==> src/rtl/router_pkg.sv <==
// Shared state/error encodings and header field helpers for the router input channel.
package router_pkg;

  typedef enum logic [1:0] {
    IDLE    = 2'd0,
    PAYLOAD = 2'd1,
    PARITY  = 2'd2,
    DROP    = 2'd3
  } state_e;

  typedef enum logic [2:0] {
    ERR_NONE    = 3'd0,
    ERR_LEN0    = 3'd1,
    ERR_ADDR    = 3'd2,
    ERR_TIMEOUT = 3'd3,
    ERR_PARITY  = 3'd4
  } err_code_e;

  localparam int unsigned HDR_MAX_W = 32;

  // Header is {length, addr}; callers zero-extend the byte and truncate the result.
  function automatic logic [HDR_MAX_W-1:0] hdr_len(input logic [HDR_MAX_W-1:0] hdr,
                                                   input int unsigned addr_bits);
    return hdr >> addr_bits;
  endfunction

  function automatic logic [HDR_MAX_W-1:0] hdr_addr(input logic [HDR_MAX_W-1:0] hdr,
                                                    input int unsigned addr_bits);
    return hdr & ((HDR_MAX_W'(1) << addr_bits) - HDR_MAX_W'(1));
  endfunction

endpackage

==> src/rtl/router_err_tracker.sv <==
// Sticky error flag, first-error code capture and saturating error counter.
module router_err_tracker
  import router_pkg::*;
#(
  parameter int unsigned cnt_bits = 8
) (
  input  logic                i_clk,
  input  logic                i_rstn,
  input  logic                i_clr,
  input  logic                i_err_vld,
  input  err_code_e           i_err_code,
  output logic                o_error,
  output err_code_e           o_err_code,
  output logic [cnt_bits-1:0] o_err_cnt
);

  logic                error_q, error_d;
  err_code_e           code_q, code_d;
  logic [cnt_bits-1:0] cnt_q, cnt_d;

  // A clear in the same cycle as a new error restarts tracking from that error.
  always_comb begin
    error_d = error_q;
    code_d  = code_q;
    cnt_d   = cnt_q;
    if (i_clr) begin
      error_d = i_err_vld;
      code_d  = i_err_vld ? i_err_code : ERR_NONE;
      cnt_d   = i_err_vld ? cnt_bits'(1) : '0;
    end else if (i_err_vld) begin
      error_d = 1'b1;
      if (!error_q) code_d = i_err_code;
      if (cnt_q != '1) cnt_d = cnt_q + cnt_bits'(1);
    end
  end

  always_ff @(posedge i_clk) begin
    if (!i_rstn) begin
      error_q <= 1'b0;
      code_q  <= ERR_NONE;
      cnt_q   <= '0;
    end else begin
      error_q <= error_d;
      code_q  <= code_d;
      cnt_q   <= cnt_d;
    end
  end

  assign o_error    = error_q;
  assign o_err_code = code_q;
  assign o_err_cnt  = cnt_q;

endmodule

==> src/rtl/router_in_chn_ctrl.sv <==
// Router input-channel controller: parses {length,addr} headers and steers packets to a port FIFO.
// Define ROUTER_PARITY_CHK_EN to expect and check a trailing XOR parity byte per packet.
module router_in_chn_ctrl
  import router_pkg::*;
#(
  parameter int unsigned data_size       = 8,
  parameter int unsigned pkt_length_bits = 5,
  parameter int unsigned pkt_addr_bits   = data_size - pkt_length_bits,
  parameter int unsigned num_ports       = 4,
  parameter int unsigned timeout_cyc     = 16,
  parameter int unsigned err_cnt_bits    = 8
) (
  input  logic                     i_clk,
  input  logic                     i_rstn,
  input  logic                     i_ch_en,
  input  logic [data_size-1:0]     i_data_in,
  input  logic                     i_clr_errors,
  input  logic [num_ports-1:0]     i_fifo_full,
  output logic                     o_ready,
  output logic                     o_busy,
  output logic [data_size-1:0]     o_data2fifo_out,
  output logic [num_ports-1:0]     o_pkt_to_fifo_en,
  output logic [pkt_addr_bits-1:0] o_pkt_addr,
  output logic                     o_pkt_done,
  output logic                     o_pkt_bad,
  output logic                     o_error,
  output logic [2:0]               o_err_code,
  output logic [err_cnt_bits-1:0]  o_err_cnt
);

  localparam int unsigned LEN_W  = pkt_length_bits;
  localparam int unsigned ADDR_W = pkt_addr_bits;
  localparam int unsigned TO_W   = $clog2(timeout_cyc + 1);
  localparam logic [TO_W-1:0] TO_LAST = TO_W'(timeout_cyc - 1);
`ifdef ROUTER_PARITY_CHK_EN
  // Dropped packets also carry a parity byte, so DROP runs one byte past the length.
  localparam logic [LEN_W-1:0] DROP_LAST = '0;
`else
  localparam logic [LEN_W-1:0] DROP_LAST = LEN_W'(1);
`endif

  function automatic logic port_full(input logic [num_ports-1:0] full,
                                     input logic [ADDR_W-1:0]    a);
    logic f;
    f = 1'b0;
    for (int unsigned p = 0; p < num_ports; p++) begin
      if (a == ADDR_W'(p)) f = full[p];
    end
    return f;
  endfunction

  function automatic logic [num_ports-1:0] port_onehot(input logic [ADDR_W-1:0] a);
    logic [num_ports-1:0] oh;
    oh = '0;
    for (int unsigned p = 0; p < num_ports; p++) begin
      if (a == ADDR_W'(p)) oh[p] = 1'b1;
    end
    return oh;
  endfunction

  logic [LEN_W-1:0]  in_len;
  logic [ADDR_W-1:0] in_addr;
  logic              in_addr_ok;

  assign in_len     = LEN_W'(hdr_len(HDR_MAX_W'(i_data_in), ADDR_W));
  assign in_addr    = ADDR_W'(hdr_addr(HDR_MAX_W'(i_data_in), ADDR_W));
  assign in_addr_ok = 32'(in_addr) < 32'(num_ports);

  state_e               state_q, state_d;
  logic [LEN_W-1:0]     len_q, len_d;
  logic [ADDR_W-1:0]    addr_q, addr_d;
  logic [TO_W-1:0]      to_cnt_q, to_cnt_d;
  logic [data_size-1:0] data_q, data_d;
  logic [num_ports-1:0] fifo_en_q, fifo_en_d;
  logic                 done_q, done_d;
  logic                 bad_q, bad_d;
`ifdef ROUTER_PARITY_CHK_EN
  logic [data_size-1:0] par_q, par_d;
`endif

  logic      ready;
  logic      consume;
  logic      err_vld;
  err_code_e err_code;

  always_comb begin
    ready = 1'b1;
    case (state_q)
      IDLE:    ready = !(in_addr_ok && port_full(i_fifo_full, in_addr));
      PAYLOAD: ready = !port_full(i_fifo_full, addr_q);
      default: ready = 1'b1;
    endcase
  end

  assign consume = i_ch_en && ready;

  // NOTE: every variable gets a default before the case so no path leaves one unassigned (no latches).
  always_comb begin
    state_d   = state_q;
    len_d     = len_q;
    addr_d    = addr_q;
    to_cnt_d  = to_cnt_q;
    data_d    = data_q;
    fifo_en_d = '0;
    done_d    = 1'b0;
    bad_d     = 1'b0;
    err_vld   = 1'b0;
    err_code  = ERR_NONE;
`ifdef ROUTER_PARITY_CHK_EN
    par_d     = par_q;
`endif

    case (state_q)
      IDLE: begin
        if (consume) begin
          if (in_len == '0) begin
            err_vld  = 1'b1;
            err_code = ERR_LEN0;
          end else begin
            len_d    = in_len;
            addr_d   = in_addr;
            to_cnt_d = '0;
            if (!in_addr_ok) begin
              err_vld  = 1'b1;
              err_code = ERR_ADDR;
              state_d  = DROP;
            end else begin
              data_d    = i_data_in;
              fifo_en_d = port_onehot(in_addr);
              state_d   = PAYLOAD;
`ifdef ROUTER_PARITY_CHK_EN
              par_d     = i_data_in;
`endif
            end
          end
        end
      end

      PAYLOAD: begin
        if (consume) begin
          data_d    = i_data_in;
          fifo_en_d = port_onehot(addr_q);
`ifdef ROUTER_PARITY_CHK_EN
          par_d     = par_q ^ i_data_in;
`endif
          if (len_q == LEN_W'(1)) begin
`ifdef ROUTER_PARITY_CHK_EN
            state_d = PARITY;
`else
            state_d = IDLE;
            done_d  = 1'b1;
`endif
          end else begin
            len_d = len_q - LEN_W'(1);
          end
        end
      end

`ifdef ROUTER_PARITY_CHK_EN
      PARITY: begin
        if (consume) begin
          state_d = IDLE;
          done_d  = 1'b1;
          if (i_data_in != par_q) begin
            bad_d    = 1'b1;
            err_vld  = 1'b1;
            err_code = ERR_PARITY;
          end
        end
      end
`endif

      DROP: begin
        if (consume) begin
          if (len_q == DROP_LAST) begin
            state_d = IDLE;
            done_d  = 1'b1;
            bad_d   = 1'b1;
          end else begin
            len_d = len_q - LEN_W'(1);
          end
        end
      end

      default: state_d = IDLE;
    endcase

    // Stall watchdog: only cycles with no byte offered count; a held byte restarts it.
    if (state_q != IDLE) begin
      if (i_ch_en) begin
        to_cnt_d = '0;
      end else if (to_cnt_q == TO_LAST) begin
        state_d  = IDLE;
        to_cnt_d = '0;
        done_d   = 1'b1;
        bad_d    = 1'b1;
        err_vld  = 1'b1;
        err_code = ERR_TIMEOUT;
      end else begin
        to_cnt_d = to_cnt_q + TO_W'(1);
      end
    end
  end

  // NOTE: sequential state uses non-blocking assignments; reset is synchronous, sampled on the edge.
  always_ff @(posedge i_clk) begin
    if (!i_rstn) begin
      state_q   <= IDLE;
      len_q     <= '0;
      addr_q    <= '0;
      to_cnt_q  <= '0;
      data_q    <= '0;
      fifo_en_q <= '0;
      done_q    <= 1'b0;
      bad_q     <= 1'b0;
`ifdef ROUTER_PARITY_CHK_EN
      par_q     <= '0;
`endif
    end else begin
      state_q   <= state_d;
      len_q     <= len_d;
      addr_q    <= addr_d;
      to_cnt_q  <= to_cnt_d;
      data_q    <= data_d;
      fifo_en_q <= fifo_en_d;
      done_q    <= done_d;
      bad_q     <= bad_d;
`ifdef ROUTER_PARITY_CHK_EN
      par_q     <= par_d;
`endif
    end
  end

  err_code_e err_code_q;

  router_err_tracker #(
    .cnt_bits(err_cnt_bits)
  ) u_err (
    .i_clk      (i_clk),
    .i_rstn     (i_rstn),
    .i_clr      (i_clr_errors),
    .i_err_vld  (err_vld),
    .i_err_code (err_code),
    .o_error    (o_error),
    .o_err_code (err_code_q),
    .o_err_cnt  (o_err_cnt)
  );

  assign o_ready          = ready;
  assign o_busy           = state_q != IDLE;
  assign o_data2fifo_out  = data_q;
  assign o_pkt_to_fifo_en = fifo_en_q;
  assign o_pkt_addr       = addr_q;
  assign o_pkt_done       = done_q;
  assign o_pkt_bad        = bad_q;
  assign o_err_code       = err_code_q;

endmodule

==> config.mk <==
export PLATFORM = sky130hd
export DESIGN_NAME = router_in_chn_ctrl
export DESIGN_NICKNAME = d
export VERILOG_FILES = /design/src/rtl/router_pkg.sv /design/src/rtl/router_err_tracker.sv /design/src/rtl/router_in_chn_ctrl.sv
export SDC_FILE = /design/constraint.sdc
export NUM_CORES = 1
export LEC_CHECK = 0
export BUFFER_PORTS_ARGS = -buffer_cell sky130_fd_sc_hd__buf_2
export CORE_MARGIN = 8
export CORE_UTILIZATION = 25
export CTS_CLUSTER_DIAMETER = 30
export DETAILED_ROUTE_END_ITERATION = 6
export SYNTH_ARGS = -nofsm -noshare
export SYNTH_HDL_FRONTEND = slang
export SYNTH_HIERARCHICAL = 1
export SYNTH_SLANG_ARGS = --single-unit
==> constraint.sdc <==
create_clock -name i_clk -period 2.47 [get_ports i_clk]
set_clock_uncertainty 0.05 [all_clocks]
set_input_delay 0.247 -clock i_clk [delete_from_list [all_inputs] [get_ports i_clk]]
set_output_delay 0.247 -clock i_clk [all_outputs]
set_load 0.01 [all_outputs]
=== Yosys cells after proc, flatten, opt, wreduce, memory -nomap -nowiden ===
Cells that the tools add are included.

* Register bits: 41
* Input port bits: 16
* Output and inout port bits: 31
* Word-level logic and storage cells: 140

* $add $sub $neg: 3
* Order comparisons: 1
* Equality and inequality tests: 19
* Mux-type cells: 83
* Bitwise gates (word level): 1
* Reduce and logical (&&, ||, !) cells: 22

{| class="wikitable"
|+ Operators with widths
! kind !! number
|-
| $mux W8 || 7
|-
| $mux W5 || 10
|-
| $mux W1 || 38
|-
| $mux W2 || 12
|-
| $mux W3 || 7
|-
| $mux W4 || 4
|-
| $pmux W8 S2 || 1
|-
| $ne A2 B2 Y1 const B || 7
|-
| $reduce_bool A2 Y1 || 7
|-
| $eq A3 B2 Y1 const B || 4
|-
| $pmux W5 S2 || 1
|-
| $reduce_and A5 Y1 || 2
|-
| $add A8 B1 Y8 const B || 1
|-
| $ne A8 B8 Y1 const B || 1
|-
| $pmux W4 S2 || 1
|-
| $eq A3 B1 Y1 const B || 2
|-
| $logic_not A3 Y1 || 2
|-
| $reduce_and A3 Y1 || 2
|-
| $add A5 B1 Y5 const B || 1
|-
| $eq A5 B1 Y1 const B || 1
|-
| $eq A5 B4 Y1 const B || 1
|-
| $logic_not A5 Y1 || 1
|-
| $sub A5 B1 Y5 const B || 1
|-
| $pmux W2 S2 || 1
|-
| 11 further kinds || 14
|}

=== Longest topological paths before layout ===
* Word-level depth: 18
* Mapped depth: 9
* Depth with buffers taken out: 8

=== Cells and area by module ===
Netlist, hierarchy kept.

{| class="wikitable"
|+ Modules (own cells, without submodules)
! module !! instances !! cells each !! area each (µm²) !! sequential area each (µm²)
|-
| router_in_chn_ctrl || 1 || 165 || 1433.9 || 580.6
|-
| router_err_tracker || 1 || 68 || 638.1 || 240.2
|}

=== Worst setup path after synthesis ===
No wires, ideal clock.

* Kind: register -> register
* Start point: register addr_q[0] (netlist: o_pkt_addr[0])
* End point: register u_err.cnt_q[6] (netlist: u_err/o_err_cnt[6])
* Library setup time: 0.123 ns
* Data arrival time: 2.470 ns
* Data required time: 2.297 ns
* Setup slack: -0.173 ns
* Stages on the path, launching flop included: 9
* Path buffers: 1
* Period minus slack after synthesis: 2.643 ns
* Path through: dfxtp_1 -> mux4_2 -> a221oi_4 -> nand2_1 -> o21ai_0 -> buf_6 -> and4_1 -> nor4bb_1 -> nor3_1

* Longest elaborated chain between the ends: 16
* Elaborated cells between the ends (all ways): 19
* Those cells by class: 3 x eq/ne; 11 x mux; 5 x reduce/logical

{| class="wikitable"
|+ RTL lines
! item !! RTL line !! source
|-
| from (decl) || router_in_chn_ctrl.sv:71 || <nowiki>logic [ADDR_W-1:0] addr_q, addr_d;</nowiki>
|-
| from (signal assigned) || router_in_chn_ctrl.sv:222 || <nowiki>addr_q <= addr_d;</nowiki>
|-
| $logic_not A3 Y1 || router_in_chn_ctrl.sv:47 || <nowiki>if (a == ADDR_W'(p)) f = full[p];</nowiki>
|-
| $mux W1 (3 in a row) || router_in_chn_ctrl.sv:47 ||
|-
| $mux W1 (*) || router_in_chn_ctrl.sv:47 ||
|-
| $mux W1 (*) || router_in_chn_ctrl.sv:88 || <nowiki>case (state_q)</nowiki>
|-
| $logic_not A1 Y1 (*) || router_in_chn_ctrl.sv:90 || <nowiki>PAYLOAD: ready = !port_full(i_fifo_full, addr_q);</nowiki>
|-
| $pmux W1 S2 (*) || router_in_chn_ctrl.sv:88 ||
|-
| $logic_and A1 B1 Y1 (*) || router_in_chn_ctrl.sv:95 || <nowiki>assign consume = i_ch_en && ready;</nowiki>
|-
| $mux W1 (*) || router_in_chn_ctrl.sv:115 || <nowiki>if (consume) begin</nowiki>
|-
| $mux W1 (*) || router_in_chn_ctrl.sv:113 || <nowiki>case (state_q)</nowiki>
|-
| $mux W1 || router_in_chn_ctrl.sv:192 || <nowiki>end else if (to_cnt_q == TO_LAST) begin</nowiki>
|-
| $mux W1 || router_in_chn_ctrl.sv:190 || <nowiki>if (i_ch_en) begin</nowiki>
|-
| $mux W1 (*) || router_in_chn_ctrl.sv:189 || <nowiki>if (state_q != IDLE) begin</nowiki>
|-
| named net err_vld || router_in_chn_ctrl.sv:83 || <nowiki>logic err_vld;</nowiki>
|-
| $reduce_bool A2 Y1 (no line) (*) || n/a ||
|-
| $reduce_and A2 Y1 (no line) (*) || n/a ||
|-
| to (signal assigned) || router_err_tracker.sv:45 || <nowiki>cnt_q <= cnt_d;</nowiki>
|-
| to (decl) || router_err_tracker.sv:19 || <nowiki>logic [cnt_bits-1:0] cnt_q, cnt_d;</nowiki>
|}

Mark *: on every way through the listed nets, which the timed path passes. The rest lies on a longest branch. The select of a mux whose other input is x is not followed.
A chain may end at the register's enable or synchronous reset.

=== Worst setup path after layout ===
Ends and elaborated chain as after synthesis.

==> results.sh <==
export IMPL_outcome="complete, no violations"
export IMPL_h_tree_depth=2
export IMPL_synth_seq_cells=41
export IMPL_clockBufferDepth=2
export IMPL_netlist_area_leader_share_pct=39.6
export IMPL_critPathCaptureType="register"
export IMPL_crit_path_start="o_pkt_addr[0]"
export IMPL_synth_cells=233
export IMPL_crit_fanout=7
export IMPL_area_delta_synth_final_pct=24.5
export IMPL_intPower_mw=1.08
export IMPL_grt_max_degree=20
export IMPL_fin_setup_tns_ps=0
export IMPL_grt_remaining_overflow=0
export IMPL_start_util_pct=25.5
export IMPL_synth_nets=253
export IMPL_ys_flop_type="dfxtp_1"
export IMPL_reg2reg_depth=8
export IMPL_clock_sinks=41
export IMPL_yosysTopAreaCell="dfxtp_1"
export IMPL_fin_nets=310
export IMPL_cts_tree="built"
export IMPL_hold_viol_final=0
export IMPL_cts_made_buffers=5
export IMPL_start_kind="register"
export IMPL_yosysWarningCount=6
export IMPL_pwr_share_comb_pct=23.2
export IMPL_firstDrtPassIters=4
export IMPL_routed_via_density=4.82
export IMPL_num_fill_cells=858
export IMPL_synth_most_common_cell="dfxtp_1"
export IMPL_antenna_found_initial=0
export IMPL_required_ps=2590
export IMPL_p_per_area_mw_per_mm2=595
export IMPL_remaining_drc_errors=0
export IMPL_setup_violations_final=0
export IMPL_fp_coreArea_mm2=0.00813
export IMPL_timing_rr_start="o_pkt_addr[0]"
export IMPL_r2r_slack_ps=160
export IMPL_cts_root_buf="clkbuf_8"
export IMPL_finalCritPeriodShare_pct=93.7
export IMPL_num_vias=1903
export IMPL_place_congestion=0.790
export IMPL_seq_power_share_pct=48.0
export IMPL_r2r_end="u_err/o_err_cnt[6]"
export IMPL_first_iter_violations=95
export IMPL_final_layout_size_suffix_gt1_share_pct=27.9
export IMPL_p_leak_nw=1.11
export IMPL_synthTopCellsByArea="dfxtp_1 (40%), nand2_1 (6.2%), mux2i_1 (5.8%)"
export IMPL_die_h_um=107
export IMPL_hold_slack_ps=180
export IMPL_p_sw_share_pct=29.9
export IMPL_num_antenna_cells=0
export IMPL_postRouteAntennaNets=0
export IMPL_ir_drop_mv=0.230
export IMPL_avgSynthCellArea_um2=8.89
export IMPL_max_slew_worst_pin_slew_ps=578
export IMPL_synth_area_mm2=0.00207
export IMPL_routed_wl_mm=5.37
export IMPL_clkTransAtPathRegs_ps=70
export IMPL_hold_path_end="o_data2fifo_out[4]"
export IMPL_port_buffers=46
export IMPL_ys_seq_area_share_pct=39.6
export IMPL_yosysUniqueCellTypes=62
export IMPL_die_width_um=107
export IMPL_ctsHoldBuffers=0
export IMPL_synthArstFlopShare_pct=0
export IMPL_clkPwrFrac_pct=28.8
export IMPL_grt_pass1_vias=1868
export IMPL_rows=33
export IMPL_die_area_mm2=0.0115
export IMPL_slew_headroom_pct=61.4
export IMPL_synth_edf_count=0
export IMPL_worstSetupPathType="register to register"
export IMPL_wl_per_cell_um=13.6
export IMPL_fin_crit_ps=2310
export IMPL_dp_hpwl_mm=4.15
export IMPL_switching_power_mw=0.458
export IMPL_slew_viol_final=0
export IMPL_worstHoldStart="i_data_in[4]"
export IMPL_utilization_pct=31.7
export IMPL_grt_pass1_wl_mm=8.96
export IMPL_critPathArrivalTime_ps=2440
export IMPL_clkLatencyLatePin_ps=290
export IMPL_min_path_cells=3
export IMPL_fmax_mhz=432
export IMPL_drv_cap=0
export IMPL_hp_class="input port to register"
export IMPL_track_usage_pct=9.46
export IMPL_ios=47
export IMPL_synthTopCellsByCount="dfxtp_1 (41), nand2_1 (34), a21oi_1 (16), nor2_1 (16)"
power groups by stage:
stage / Combinational [mW] / Clock (mW) / Sequential, mW
2_1_floorplan: 0.228 / 0 / 0.756
3_3_place_gp: 0.353 / 0 / 0.752
3_5_place_dp: 0.356 / 0 / 0.752
4_1_cts: 0.356 / 0.462 / 0.737
5_1_grt: 0.398 / 0.490 / 0.743
6_report: 0.355 / 0.442 / 0.737
state kept, by name, indices dropped and copies added (netlist names):
name              cells
len_q                 5
o_data2fifo_out       8
o_pkt_addr            3
o_pkt_bad             1
o_pkt_done            1
o_pkt_to_fifo_en      4
state_q               2
to_cnt_q              5
u_err/o_err_cnt       8
u_err/o_err_code      3
u_err/o_error         1
layout by cell type, fill, tap and decap left out, types with 2 or more instances in the layout:
master and instances:
mux2i_1 12, a211oi_1 3, nand3_1 7, o32ai_1 2
inv_1 12, nand2_1 34, nor2_1 16, o2bb2ai_1 2
a31oi_1 2, or3_1 3, buf_4 12, nor3_1 6
o211ai_1 5, a21oi_1 16, o21ai_0 6, and3_1 2
and4_1 2, clkbuf_8 6, o31ai_1 2, o21ai_1 2
a21boi_1 3, a21boi_0 2, ha_1 4, nor2b_1 3
a22oi_1 2, dfxtp_1 40, buf_2 46, nand2b_1 3
area by class of cell:
| type | instances | area, µm² | share of cell area (%) |
|---|---|---|---|
| clock buffer | 7 | 86.3 | 3.35 |
| inverter | 13 | 48.8 | 1.89 |
| multi-input combinational | 171 | 1170 | 45.3 |
| sequential | 41 | 825 | 32.0 |
| tap | 105 | 131 | 5.09 |
| timing repair buffer | 58 | 320 | 12.4 |
what timing repair did:
action,CTS,global route
endpoints found under the setup margin,0,2
gates resized for setup,0,2
buffers inserted,0,1
critical path: stages (launching register included):
cell and delay (ps):
dfxtp_4 390, mux4_2 540, a221oi_4 280, nand2_1 90, o21ai_1 150, buf_4 170, and4_1 260, nor4bb_4 200
nor3_1 70
metal layers:
layer | up-vias | GRT usage (%) | wire length [µm]
met5 | - | 0 | 0
li1 | 962 | - | -
met1 | 891 | 11.4 | 2420
met2 | 42 | 15.7 | 2570
met4 | 0 | 3.42 | 84
met3 | 8 | 2.70 | 292
per-stage QoR:
step	power (mW)	instances	setup slack [ps]	cell area [µm²]
CTS	1.56	394	77.7	2560
global route	1.63	395	-1.96	2580
finish	1.53	395	156	2580
floorplan	0.985	233	1.13	2080
detailed placement	1.11	387	71.9	2470
global placement	1.10	387	143	2470
cell families (layout without fill, tap and decap cells):
group,after synthesis,in the layout,synth area share (%)
AOI/OAI and AO/OA,60,60,21.5
xor gates and xnor gates,1,1,0.423
adders and majority gates,4,4,2.42
buffers and inverters,21,78,4.77
DFF,41,41,39.6
muxes,14,14,8.15
other,1,1,0.181
and+or+nand+nor,91,91,22.9
worst max-delay path by stage:
| stage | to | cells past startpoint |
|---|---|---|
| floorplan | u_err/o_err_cnt[6] | 8 |
| global placement | u_err/o_err_cnt[6] | 9 |
| detailed placement | u_err/o_err_cnt[5] | 9 |
| CTS | u_err/o_err_cnt[5] | 8 |
| global route | u_err/o_err_cnt[6] | 8 |
| finish | u_err/o_err_cnt[6] | 8 |
(Power assumes the default switching activity.)
